--- config.mk ---
export PLATFORM = sky130hd
export DESIGN_NAME = dly_sel_ctrl
export DESIGN_NICKNAME = d
export VERILOG_FILES = /design/src/rtl/dly_pkg.sv /design/src/rtl/dly_tap_cnt.sv /design/src/rtl/dly_sel_ctrl.sv
export SDC_FILE = /design/constraint.sdc
export NUM_CORES = 1
export LEC_CHECK = 0
export CORE_UTILIZATION = 50
export DETAILED_ROUTE_END_ITERATION = 6
export GPL_ROUTABILITY_DRIVEN = 1
export PLACE_DENSITY = 0.84
export SLEW_MARGIN = 40
export SYNTH_ARGS = -nofsm -noshare
export SYNTH_HDL_FRONTEND = slang
export SYNTH_SLANG_ARGS = --single-unit
--- constraint.sdc ---
create_clock -name CLK -period 6.2 [get_ports CLK]
set_input_delay 0.93 -clock CLK [delete_from_list [all_inputs] [get_ports CLK]]
set_output_delay 0.93 -clock CLK [all_outputs]
set_load 0.05 [all_outputs]
--- src/rtl/dly_pkg.sv ---
// -----------------------------------------------------------------------------
// dly_pkg
// Shared definitions for the delay-line select controller.
//   - Layout of each channel's 3-bit control field on DLY_CNTRL.
//   - Helper functions for the tap range and for parameter legality checks.
// -----------------------------------------------------------------------------
package dly_pkg;

    // Width of one channel's control field and the bit positions inside it.
    localparam int CNTRL_W      = 3;
    localparam int CNTRL_LOAD   = 2;
    localparam int CNTRL_ADJ    = 1;
    localparam int CNTRL_INCDEC = 0;

    // Largest value a tap counter of the given width can hold.
    function automatic int max_tap(input int tap_w);
        return (1 << tap_w) - 1;
    endfunction

    // True when a parameter set describes a legal controller.
    function automatic bit params_ok(input int num_dly, input int addr_w,
                                     input int tap_w, input int init_tap);
        return (num_dly >= 1) && (num_dly <= 32) &&
               (num_dly <= (1 << addr_w)) &&
               (tap_w >= 1) && (tap_w <= 30) &&
               (init_tap >= 0) && (init_tap <= max_tap(tap_w));
    endfunction

endpackage

--- src/rtl/dly_tap_cnt.sv ---
// -----------------------------------------------------------------------------
// dly_tap_cnt
// Shadow tap counter for one delay channel. Loads a value or steps by one,
// saturating at 0 and MAX_TAP; all outputs are registered.
//   clk       in   clock, rising edge
//   rst_n     in   synchronous active-low reset
//   sel       in   this channel is addressed this cycle
//   load      in   load request (has priority over step)
//   step      in   qualified adjust request (one cycle per rising edge)
//   incdec    in   1 = increment, 0 = decrement
//   load_val  in   value taken on load
//   tap       out  current shadow tap value
//   step_done out  one-cycle pulse: a step was applied
//   sat       out  one-cycle pulse: a step was blocked by saturation
// -----------------------------------------------------------------------------
module dly_tap_cnt
    import dly_pkg::*;
#(
    parameter int TAP_W    = 6,
    parameter int INIT_TAP = 0
) (
    input  logic             clk,
    input  logic             rst_n,
    input  logic             sel,
    input  logic             load,
    input  logic             step,
    input  logic             incdec,
    input  logic [TAP_W-1:0] load_val,
    output logic [TAP_W-1:0] tap,
    output logic             step_done,
    output logic             sat
);

    localparam logic [TAP_W-1:0] MAX_TAP = TAP_W'(max_tap(TAP_W));

    // NOTE: reset is tested inside the clocked block, so it is synchronous and
    // only takes effect on a rising clock edge.
    always_ff @(posedge clk) begin
        if (!rst_n) begin
            tap       <= TAP_W'(INIT_TAP);
            step_done <= 1'b0;
            sat       <= 1'b0;
        end else begin
            // NOTE: non-blocking assignments throughout the clocked logic, so
            // every register samples pre-edge values regardless of order.
            step_done <= 1'b0;
            sat       <= 1'b0;
            if (sel && load) begin
                tap <= load_val;
            end else if (sel && step) begin
                if (incdec) begin
                    if (tap != MAX_TAP) begin
                        tap       <= tap + 1'b1;
                        step_done <= 1'b1;
                    end else begin
                        sat <= 1'b1;
                    end
                end else begin
                    if (tap != '0) begin
                        tap       <= tap - 1'b1;
                        step_done <= 1'b1;
                    end else begin
                        sat <= 1'b1;
                    end
                end
            end
        end
    end

endmodule

--- src/rtl/dly_sel_ctrl.sv ---
// -----------------------------------------------------------------------------
// dly_sel_ctrl
// Registered delay-line select controller. Decodes one shared
// {load, adjust, incdec} command onto NUM_DLY per-channel control fields,
// edge-qualifies adjust requests and keeps a saturating shadow tap per channel.
//   CLK            in   clock, rising edge
//   RESET          in   synchronous active-low reset
//   DLY_LOAD       in   load request, level
//   DLY_ADJ        in   adjust request, acts on rising edge
//   DLY_INCDEC     in   1 = increment, 0 = decrement
//   DLY_ADDR       in   target channel
//   DLY_LOAD_VAL   in   value loaded into the shadow tap
//   DLY_CNTRL      out  channel k at [3k+2:3k] = {load, adj, incdec}
//   DLY_TAP_VALUE  out  channel k tap at [TAP_W*k +: TAP_W]
//   DLY_SAT        out  one-cycle pulse: adjust blocked by saturation
//   DLY_ADDR_ERR   out  one-cycle pulse: request to an out-of-range channel
// -----------------------------------------------------------------------------
module dly_sel_ctrl
    import dly_pkg::*;
#(
    parameter int NUM_DLY  = 20,
    parameter int ADDR_W   = 5,
    parameter int TAP_W    = 6,
    parameter int INIT_TAP = 0
) (
    input  logic                       CLK,
    input  logic                       RESET,
    input  logic                       DLY_LOAD,
    input  logic                       DLY_ADJ,
    input  logic                       DLY_INCDEC,
    input  logic [ADDR_W-1:0]          DLY_ADDR,
    input  logic [TAP_W-1:0]           DLY_LOAD_VAL,
    output logic [CNTRL_W*NUM_DLY-1:0] DLY_CNTRL,
    output logic [TAP_W*NUM_DLY-1:0]   DLY_TAP_VALUE,
    output logic                       DLY_SAT,
    output logic                       DLY_ADDR_ERR
);

    if (!params_ok(NUM_DLY, ADDR_W, TAP_W, INIT_TAP)) begin : g_param_err
        $error("dly_sel_ctrl: illegal NUM_DLY/ADDR_W/TAP_W/INIT_TAP combination");
    end

    logic               adj_q;
    logic               adj_edge;
    logic               addr_valid;
    logic               addr_err_q;
    logic [NUM_DLY-1:0] sel;
    logic [NUM_DLY-1:0] load_q;
    logic [NUM_DLY-1:0] incdec_q;
    logic [NUM_DLY-1:0] step_done;
    logic [NUM_DLY-1:0] sat;

    // The edge is consumed on every cycle, whatever the address or load, so a
    // level held across an address change never steps the new channel.
    always_comb begin
        adj_edge   = DLY_ADJ & ~adj_q;
        addr_valid = 32'(DLY_ADDR) < NUM_DLY;
    end

    always_ff @(posedge CLK) begin
        if (!RESET) begin
            adj_q      <= 1'b0;
            addr_err_q <= 1'b0;
            load_q     <= '0;
            incdec_q   <= '0;
        end else begin
            adj_q      <= DLY_ADJ;
            addr_err_q <= ~addr_valid & (DLY_LOAD | adj_edge);
            load_q     <= sel & {NUM_DLY{DLY_LOAD}};
            incdec_q   <= sel & {NUM_DLY{DLY_INCDEC}};
        end
    end

    for (genvar k = 0; k < NUM_DLY; k++) begin : g_chan
        assign sel[k] = addr_valid && (DLY_ADDR == ADDR_W'(k));

        dly_tap_cnt #(
            .TAP_W    (TAP_W),
            .INIT_TAP (INIT_TAP)
        ) u_tap_cnt (
            .clk       (CLK),
            .rst_n     (RESET),
            .sel       (sel[k]),
            .load      (DLY_LOAD),
            .step      (adj_edge),
            .incdec    (DLY_INCDEC),
            .load_val  (DLY_LOAD_VAL),
            .tap       (DLY_TAP_VALUE[TAP_W*k +: TAP_W]),
            .step_done (step_done[k]),
            .sat       (sat[k])
        );

        // The adj bit comes straight from the counter so it only pulses when
        // a step was actually applied (not on a load or a saturated request).
        assign DLY_CNTRL[CNTRL_W*k + CNTRL_LOAD]   = load_q[k];
        assign DLY_CNTRL[CNTRL_W*k + CNTRL_ADJ]    = step_done[k];
        assign DLY_CNTRL[CNTRL_W*k + CNTRL_INCDEC] = incdec_q[k];
    end

    // Only the addressed counter can flag saturation, so the OR is one-hot.
    assign DLY_SAT      = |sat;
    assign DLY_ADDR_ERR = addr_err_q;

endmodule

==> flow_summary.json <==
{
  "max_freq_mhz": 278,
  "synth-async-reset-ratio_pct": 0,
  "coreArea_sq_mm": 0.0238,
  "cp.required_ns": 6.65,
  "drc": 0,
  "wl_microns": 39200,
  "drive_above_1_share_pct": 5.64,
  "yosys_warnings": 0,
  "min-delay-start": "g_chan[18].u_tap_cnt.tap[4]",
  "worstPathCellList": "clkdlybuf4s50_1 > nor2b_1 > nand2_1 > nor4_1 > and3b_1 > o21a_1",
  "dp_cells": 1875,
  "setup.worst_path.start_class": "input pin",
  "cts-resized-gates": 0,
  "leakage_nw": 5.75,
  "num_rows": 56,
  "arrival_ns": 4.05,
  "cp_slowest_cell": "nor4_1",
  "first_pass_iters": 6,
  "portBuffers": 197,
  "globalRouteOverflowTotal": 0,
  "peakVddDrop_mv": 0.163,
  "p_total_w": 0.00301,
  "setup_viol": 0,
  "final_cell_count_no_fill": 1915,
  "finalSetupTns_ns": 0,
  "grt_start_max_net_pins": 82,
  "crit_fanout": 10,
  "avgSynthCellArea_sq_um": 8.51,
  "grt_pass1_vias": 11700,
  "cap_violations": 0,
  "final_cell_mix": "dfxtp_1 (202), clkdlybuf4s50_1 (194), nor2_1 (140)",
  "hold_viol": 0,
  "syn2layout_area_growth_pct": 22.7,
  "dieWidth_microns": 158,
  "drv_slew": 0,
  "place.gp.congestion": 0.914,
  "cts_tree": "yes",
  "cts_buffers": 23,
  "initial_utilization_pct": 51.5,
  "synth_ff_type": "dfxtp_1",
  "max_slew_margin_pct": 41.7,
  "first_iter_violations": 1146,
  "grtUsageTotal_pct": 30.5,
  "min_period_ns": 3.60,
  "fin_ws_ns": 2.60,
  "rsz0062_at_grt": "false",
  "hold_ws_ns": 0.523,
  "cellPowerDensity_mw_per_mm2": 200,
  "antenna_cells": 0,
  "cts.sinks": 202,
  "synth_nets": 1554,
  "dp_hpwl_microns": 27000,
  "netlist_area_sq_mm": 0.0122,
  "ys_seq_elements": 202,
  "final_common_cell": "dfxtp_1",
  "startpoint": "DLY_ADJ",
  "pre_cts_slack_ns": 2.13,
  "final_antenna_net_count": 0,
  "insertion_delay_ns": 0.51,
  "ys_types": 70,
  "path_class": "in2reg",
  "cts_max_path_buffers": 3,
  "die-area_sq_mm": 0.0251,
  "end_kind": "register",
  "cts-root-buf": "clkbuf_16",
  "fillCellCount": 1936,
  "layout.nets": 1697,
  "ios": 198,
  "vias": 12500,
  "hold_buffers": 0,
  "antenna_found_initial": 0,
  "tightest_slew_ns": 0.873,
  "status": "complete, no violations",
  "synth-edff-count": 0,
  "cts_max_level": 1,
  "clkTransAtPathRegs_ns": 0.06,
  "wl_per_cell_microns": 20.5,
  "hp-class": "reg2reg",
  "synth_seq_area_share_pct": 33.0,
  "die_h_microns": 158,
  "min_period_over_period_pct": 58.0,
  "cts_setup_buffers": 0,
  "grt_pass1_wl_microns": 60500,
  "r2r_setup_slack_ns": 3.30,
  "via_per_inst": 6.54,
  "slowest_delay_ns": 0.81,
  "syn-instance-count": 1438,
  "finClkSkew_ns": 0.0131,
  "regToRegStartpoint": "adj_q"
}
-- path summary, 6_finish.rpt --
kind,cells after the start,end
worst max-delay path,6,g_chan[11].u_tap_cnt.tap[5]
worst min-delay path,2,g_chan[18].u_tap_cnt.tap[4]
worst max register to register,5,g_chan[11].u_tap_cnt.tap[5]
worst min register to register,2,g_chan[18].u_tap_cnt.tap[4]
-- worst max-delay path, delay by kind of cell --
kind	cells	cell delay, ns
AO/OA/AOI/OAI	1	0.13
AND/OR/NAND/NOR	4	2.45
buffers and inverters	1	0.54
-- registers in the layout, indices dropped and copies added, names as in the netlist --
name                        count
g_chan.u_tap_cnt.step_done     20
incdec_q                       20
load_q                         20
g_chan.u_tap_cnt.tap          120
g_chan.u_tap_cnt.sat           20
adj_q                           1
DLY_ADDR_ERR                    1
-- synth_stat cells (all sizes together) (12+ instances only) --
cell    number  area share [%]
dfxtp      202              33
nor2       140             4.3
a21oi      107             4.4
nand2       93             2.9
nand3       86             3.5
ha          80             8.2
o21ai       55             2.2
xnor2       55             3.9
clkbuf      52             1.6
nor4        51             2.9
nor3        46             1.9
a21o        40             2.5
buf         38             2.0
a211oi      30             1.8
xor2        26             1.9
a22oi       24             1.5
nand4       23             1.2
or4         22             1.4
fa          20             3.3
a31oi       19            0.97
o22ai       17            0.87
inv         16            0.49
o21a        16            0.98
and2        13            0.66
nor3b       13             1.0
or2         12            0.61
-- cell type report --
type	instances	area, sq um	area share [%]
Clock buffer	34	687	4.57
Clock inverter	6	32.5	0.217
Inverter	17	67.6	0.450
Multi-Input combinational cell	1129	7740	51.5
Sequential cell	202	4040	26.9
Tap cell	319	399	2.66
Timing Repair Buffer	208	2060	13.7
-- logic make-up after synthesis --
group	Yosys count	synth area share (%)
muxes	5	0.409
and+or+nand+nor	547	23.3
AOI/OAI and AO/OA	396	21.9
DFF	202	33.0
xor gates and xnor gates	81	5.80
adders and majority gates	100	11.4
buffers and inverters	107	4.14
-- report_power, final --
part / total (W) / switching (W) / internal (W)
Combinational: 0.000368 / 0.000250 / 0.000118
Sequential: 0.00133 / 0.0000182 / 0.00131
Clock: 0.00132 / 0.000554 / 0.000762
Total: 0.00301 / 0.000822 / 0.00219
-- stage by stage --
stage                     util [%]  area, sq um
after global placement        60.0        14300
after global routing          63.2        15000
after CTS                     63.1        15000
final                         63.2        15000
after floorplan                  -        12200
after detailed placement      60.1        14300
-- per-layer routing --
metal,track usage (%),wire length [microns]
met1,39.6,15600
met2,48.8,17700
met3,3.89,3800
met4,17.4,2030
met5,0,0
Power figures use the tool's default switching activity.
==> RTL edit 1 (config.mk and constraints unchanged) <==
Put a register stage on the output `DLY_CNTRL`, cleared by the reset. The value now appears one clock later. The other outputs are not delayed to match.
--- a/src/rtl/dly_sel_ctrl.sv
+++ b/src/rtl/dly_sel_ctrl.sv
@@ -36,4 +36,6 @@
     output logic                       DLY_ADDR_ERR
 );
+
+    logic [CNTRL_W*NUM_DLY-1:0] DLY_CNTRL_d;
 
     if (!params_ok(NUM_DLY, ADDR_W, TAP_W, INIT_TAP)) begin : g_param_err
@@ -93,7 +95,7 @@
         // The adj bit comes straight from the counter so it only pulses when
         // a step was actually applied (not on a load or a saturated request).
-        assign DLY_CNTRL[CNTRL_W*k + CNTRL_LOAD]   = load_q[k];
-        assign DLY_CNTRL[CNTRL_W*k + CNTRL_ADJ]    = step_done[k];
-        assign DLY_CNTRL[CNTRL_W*k + CNTRL_INCDEC] = incdec_q[k];
+        assign DLY_CNTRL_d[CNTRL_W*k + CNTRL_LOAD]   = load_q[k];
+        assign DLY_CNTRL_d[CNTRL_W*k + CNTRL_ADJ]    = step_done[k];
+        assign DLY_CNTRL_d[CNTRL_W*k + CNTRL_INCDEC] = incdec_q[k];
     end
 
@@ -102,4 +104,12 @@
     assign DLY_ADDR_ERR = addr_err_q;
 
+    always_ff @(posedge CLK) begin
+        if (!RESET) begin
+            DLY_CNTRL <= '0;
+        end else begin
+            DLY_CNTRL <= DLY_CNTRL_d;
+        end
+    end
+
 endmodule
 
Check against the original RTL: not equivalent (Yosys sat finds a counterexample within 4 cycles, from zero or initial values and one cycle with RESET low).
==> RTL edit 1 against the original RTL <==
Utilization down 0.77 points; final area grew 12%; critical endpoint is now g_chan[15].u_tap_cnt.tap[5]; register-to-register slack better by 0.38 ns; critical path type unchanged; routed wire length up 7.8%; total power up 23%; setup slack improved by 0.058 ns; highest routed layer unchanged; clock power is 22% higher; synthesized area is 13% higher; sequential cell count up 60.
==> RTL edit 1: results (changes against the original RTL) <==
Run status
  – Status: finished, final reports clean

Synthesis
  – Mux contribution to synthesized area: 0.218% (-0.19 points)
  – Area contributors post-synth: dfxtp_1 38%, ha_1 7.3%, a21oi_1 4.1%
  – Xor/xnor share of the synthesized area: 5.02% (-0.78 points)
  – Main synth FF type: dfxtp_1
  – Syn_nets: 1,658 (+6.7%)
  – Synth Area in Compound Gates: 19.6% (-2.3 points)
  – Mean area per synthesized cell: 8.95 µm² (+5.1%)
  – Cell variety after synth: 79 (+13%)
  – Post-synthesis adder-cell area fraction: 10.2% (-1.3 points)
  – Synth top cells by count: 262 x dfxtp_1, 131 x nor2_1, 114 x a21oi_1
  – Post-synthesis sequential area ratio: 38.0% (+5.0 points)

Setup path
  – R2R Path End: g_chan[0].u_tap_cnt.tap[3]
  – Worst R2R Setup Slack: 3.68 ns (+0.38 ns)
  – Critical path arrival: 3.95 ns (-0.10 ns)
  – Crit path max fanout: 69 (+59)
  – R2R cell count: 7 (+2)
  – Crit Reg-Reg Startpoint: adj_q
  – CP startpoint: DLY_INCDEC
  – Critical Path End: g_chan[15].u_tap_cnt.tap[5]

Routing
  – Routed via count: 13,200 (+5.2%)
  – DR WL met3: 4.45 mm (+17%)
  – Total Wirelength: 42.2 mm (+7.8%)
  – Metal2 WL: 18.7 mm (+5.5%)
  – Post-Route M1 WL: 17.2 mm (+10%)
  – Router iterations before antenna repair: 5 (-1)
  – DRT iter0 DRCs: 1,270 (+11%)
  – Post-DR wirelength/cell: 20.4 µm (about the same)

STA
  – Clock skew: 0.00993 ns (-0.00315 ns)
  – Worst Tran Pin Value: 0.860 ns (-0.0130 ns)

Clock tree
  – CTS buffer count: 28 (+22%)
  – Post-CTS Setup Bufs: 0 (unchanged)
  – Clk Latency, worst-skew pair: 0.54 ns (+0.03 ns)

Pwr
  – Switching share of total power: 25.6% (-1.7 points)
  – Lkg Pwr: 6.52 nW (+13%)
  – Worst-case vdd ir drop: 0.228 mV (+40%)

Final layout
  – # diodes: 0 (unchanged)
  – Layout Nets: 1,822 (+7.4%)
  – Share of layout cells above drive strength 1: 6.09% (+0.45 points)

Placement
  – Routability cong.: 0.903 (-1.2%)
  – Hpwl dp: 28.8 mm (+6.7%)
  – Dpl cells: 2,017 (+7.6%)

Global route
  – Vias in the first global route: 12,400 (+6.4%)
  – First-pass GRT wire length: 65.7 mm (+8.5%)
  – Initial antenna violation count: 1 (+1)
  – Largest net degree at the start of global routing: 81 (-1.2%)
  – GRT Resource Usage Total: 28.9% (-1.6 points)
-- RTL edit 1: cell type report --
type | count | area, µm²
Clock inverter | 6 | 57.6
Multi-Input combinational cell | 1179 | 8180
Inverter | 24 | 95.1
Sequential cell | 262 | 5250
Tap cell | 341 | 427
Clock buffer | 42 | 815
Fill cell | 2216 | 10100
Timing Repair Buffer | 211 | 2060
-- RTL edit 1: how the worst min path moves through the flow --
stage | to | depth (start not counted) | start | slack (ns)
2_1_floorplan | DLY_CNTRL[0] | 1 | incdec_q[0] | 0.41
3_3_place_gp | DLY_CNTRL[44] | 1 | load_q[14] | 0.41
3_5_place_dp | DLY_CNTRL[14] | 1 | load_q[4] | 0.42
4_1_cts | DLY_CNTRL[48] | 1 | incdec_q[16] | 0.43
5_1_grt | DLY_CNTRL[5] | 1 | load_q[1] | 0.44
6_report | DLY_CNTRL[48] | 1 | incdec_q[16] | 0.43
-- RTL edit 1: layer usage --
layer | track usage [%] | up-vias
li1 | - | 6051
met5 | 0 | -
met4 | 13.9 | 0
met2 | 46.5 | 780
met1 | 37.8 | 6217
met3 | 4.96 | 133
-- RTL edit 1: logic make-up after synthesis --
logic type,Yosys count
AND/OR/NAND/NOR,592
AO/OA/AOI/OAI,405
flip-flops,262
buffers and inverters,101
adder cells (fa/ha/maj),100
XOR/XNOR,79
multiplexers,3
-- RTL edit 1: power groups by stage --
stage / clock network [mW] / registers (mW) / logic (mW)
finish: 1.61 / 1.72 / 0.380
detailed placement: 0 / 1.75 / 0.367
global placement: 0 / 1.75 / 0.356
global route: 1.69 / 1.72 / 0.404
CTS: 1.62 / 1.71 / 0.369
floorplan: 0 / 1.78 / 0.226
-- RTL edit 1: through the flow --
stage               util, %  instance area (µm²)  setup slack [ns]  hold slack (ns)
global placement       59.1                16000              1.99            0.415
detailed placement     59.1                16000              2.20            0.417
CTS                    62.4                16900              2.75            0.430
floorplan                 -                13800             0.461            0.412
finish                 62.5                16900              2.66            0.429
global route           62.5                16900              2.55            0.440
-- RTL edit 1: critical path, cell delays in order --
cell and delay (ns):
buf_2 0.10, buf_4 0.28, inv_6 0.59, buf_4 0.59, ha_1 0.32, o21ai_0 0.15, or4b_1 0.49, o2111ai_1 0.14
mux2i_1 0.22, nand3_1 0.08
==> RTL edit 2 (config.mk and constraints unchanged) <==
Made on the original files. `ADDR_W`: 5 -> 6.
--- a/src/rtl/dly_sel_ctrl.sv
+++ b/src/rtl/dly_sel_ctrl.sv
@@ -20,5 +20,5 @@
 #(
     parameter int NUM_DLY  = 20,
-    parameter int ADDR_W   = 5,
+    parameter int ADDR_W   = 6,
     parameter int TAP_W    = 6,
     parameter int INIT_TAP = 0
Ports: changed (resized DLY_ADDR); port bits go from 198 to 199. The function was not compared with the original's and may differ.
==> RTL edit 2 against the original RTL <==
Die area decreased by 0.30%; synthesized area decreased by 0.31%; critical path depth unchanged; sequential share of layout area decreased by 0.12 points; global-route usage increased by 0.32 points; routed wire length decreased by 0.87%; highest routed layer unchanged; hold slack got worse by 0.00090 ns; final area increased by 0.44%; critical path type unchanged; sequential cell count unchanged; first-iteration DRC count increased by 12%; largest power group is now clock; setup slack improved by 0.033 ns; total power about the same.
==> RTL edit 2: results (changes against the original RTL) <==
Final layout
  – Flip-flop count of the largest register after layout: 120 (unchanged)
  – Fillers: 1,957 (+1.1%)
  – Layout Nets: 1,698 (+0.059%)
  – Share of layout cells above drive strength 1: 5.58% (-0.063 points)
  – Biggest register: g_chan.u_tap_cnt.tap

Min path
  – Hold Startpoint: g_chan[6].u_tap_cnt.tap[3]
  – Min-delay worst type: reg -> reg

Synthesis
  – Cell variety after synth: 75 (+7.1%)
  – Post-synthesis sequential area ratio: 33.1% (+0.10 points)
  – Area contributors post-synth: dfxtp_1 33%, ha_1 8.2%, xnor2_1 4.4%
  – Main synth FF type: dfxtp_1
  – Ys async rst share: 0% (unchanged)
  – Synth top cells by count: 202 x dfxtp_1, 122 x nor2_1, 102 x a21oi_1
  – Total of warnings raised by yosys: 0 (unchanged)
  – Syn_nets: 1,545 (-0.58%)

Clock tree
  – Reg clk slew, reported paths: 0.06 ns (about the same)
  – CTS resizes: 0 (unchanged)
  – CTS buffer count: 23 (unchanged)
  – H-tree depth: 1 (unchanged)
  – Maximum buffer depth of the clock tree: 3 (unchanged)
  – Clk Latency, worst-skew pair: 0.52 ns
  – CTS root buf: clkbuf_16
  – Post-CTS Setup Bufs: 0 (unchanged)

Routing
  – DR top layer: met4
  – DRT iter0 DRCs: 1,278 (+12%)
  – Total Wirelength: 38.8 mm (-0.87%)
  – DR WL met3: 4.30 mm (+13%)
  – Routed via count: 12,400 (-1.2%)
  – Router iterations before antenna repair: 7 (+1)
  – Metal2 WL: 17.5 mm (-1.3%)
  – Post-Route M1 WL: 15.3 mm (-1.8%)

Pwr
  – Worst-case vdd ir drop: 0.205 mV (+26%)
  – Lkg Pwr: 5.73 nW (-0.26%)

Setup path
  – Critical path arrival: 3.99 ns (-0.06 ns)
  – CP startpoint: DLY_LOAD
  – Crit Reg-Reg Startpoint: g_chan[4].u_tap_cnt.tap[1]
  – Crit path max fanout: 27 (+17)

Global route
  – First-pass GRT wire length: 61.2 mm (+1.1%)
  – Initial antenna violation count: 2 (+2)
  – GRT Resource Usage Total: 30.8% (+0.32 points)
  – Largest net degree at the start of global routing: 61 (-26%)

Placement
  – Routability cong.: 0.939 (+2.7%)
  – DP Worst Slack: 2.10 ns (-0.0269 ns)
  – Port bufs: 198 (+0.51%)
  – Hpwl dp: 27.0 mm (+0.15%)

STA
  – Worst Tran Pin Value: 0.821 ns (-0.0519 ns)
  – Clock skew: 0.0162 ns (+0.00310 ns)

Run status
  – Status: finished, final reports clean
RTL edit 2: changes by cell type in the layout (fill, tap and decap cells not counted), moves of 9 or more:
cell and change:
nand3_1 -25, o21a_1 -9, nor3_1 +9, inv_1 +26
nor2_1 -19, a222oi_1 +9
RTL edit 2: cells by family (layout without fill, tap and decap cells):
| logic type | after synthesis | after routing | share of synthesized area, % |
|---|---|---|---|
| compound gates | 401 | 401 | 22.2 |
| fa+ha+maj | 100 | 100 | 11.5 |
| buf+inv | 130 | 298 | 4.75 |
| simple gates | 501 | 501 | 21.6 |
| xor+xnor | 86 | 86 | 6.17 |
| flops | 202 | 202 | 33.1 |
| other cells | 0 | 2 | 0 |
| mux | 8 | 8 | 0.666 |
RTL edit 2: power breakdown:
| group | internal (mW) | total, mW | switching [mW] |
|---|---|---|---|
| clock | 0.835 | 1.38 | 0.543 |
| sequential | 1.30 | 1.32 | 0.0102 |
| combinational | 0.0988 | 0.318 | 0.220 |
RTL edit 2: final timing paths:
check	end	slack, ns	cells after the start
hold reg to reg	g_chan[6].u_tap_cnt.tap[3]	0.52	2
setup reg to reg	g_chan[4].u_tap_cnt.tap[5]	3.88	6
hold / removal	g_chan[6].u_tap_cnt.tap[3]	0.52	2
setup / recovery	g_chan[9].u_tap_cnt.tap[1]	2.64	6
RTL edit 2: final cells by class:
class,instances,area (µm²),area share [%]
antenna,2,5.00,0.0332
inverter,44,170,1.13
multi-input combinational,1096,7630,50.5
tap,319,399,2.65
sequential,202,4040,26.8
clock inverter,6,86.3,0.572
clock buffer,34,677,4.49
timing repair buffer,214,2080,13.8
RTL edit 2: through the flow:
step                area, µm²  power [mW]  utilization (%)  instances
floorplan               12200        1.55                -       1428
global placement        14300        1.64             60.3       1875
detailed placement      14300        1.65             60.3       1875
CTS                     15100        3.01             63.6       1915
global route            15100        3.09             63.7       1917
finish                  15100        3.01             63.7       1917
RTL edit 2: critical path: stages:
cell and delay [ns]:
clkdlybuf4s50_1 0.81, clkinv_2 0.58, nand2_1 0.53, a2111oi_2 0.75, a22oi_1 0.21, a21oi_1 0.17
RTL edit 2: routing by layer:
metal	GRT usage [%]	vias to the layer above
met2	49.0	770
met4	14.5	0
met3	6.10	149
li1	-	5674
met1	40.0	5782
met5	0	-
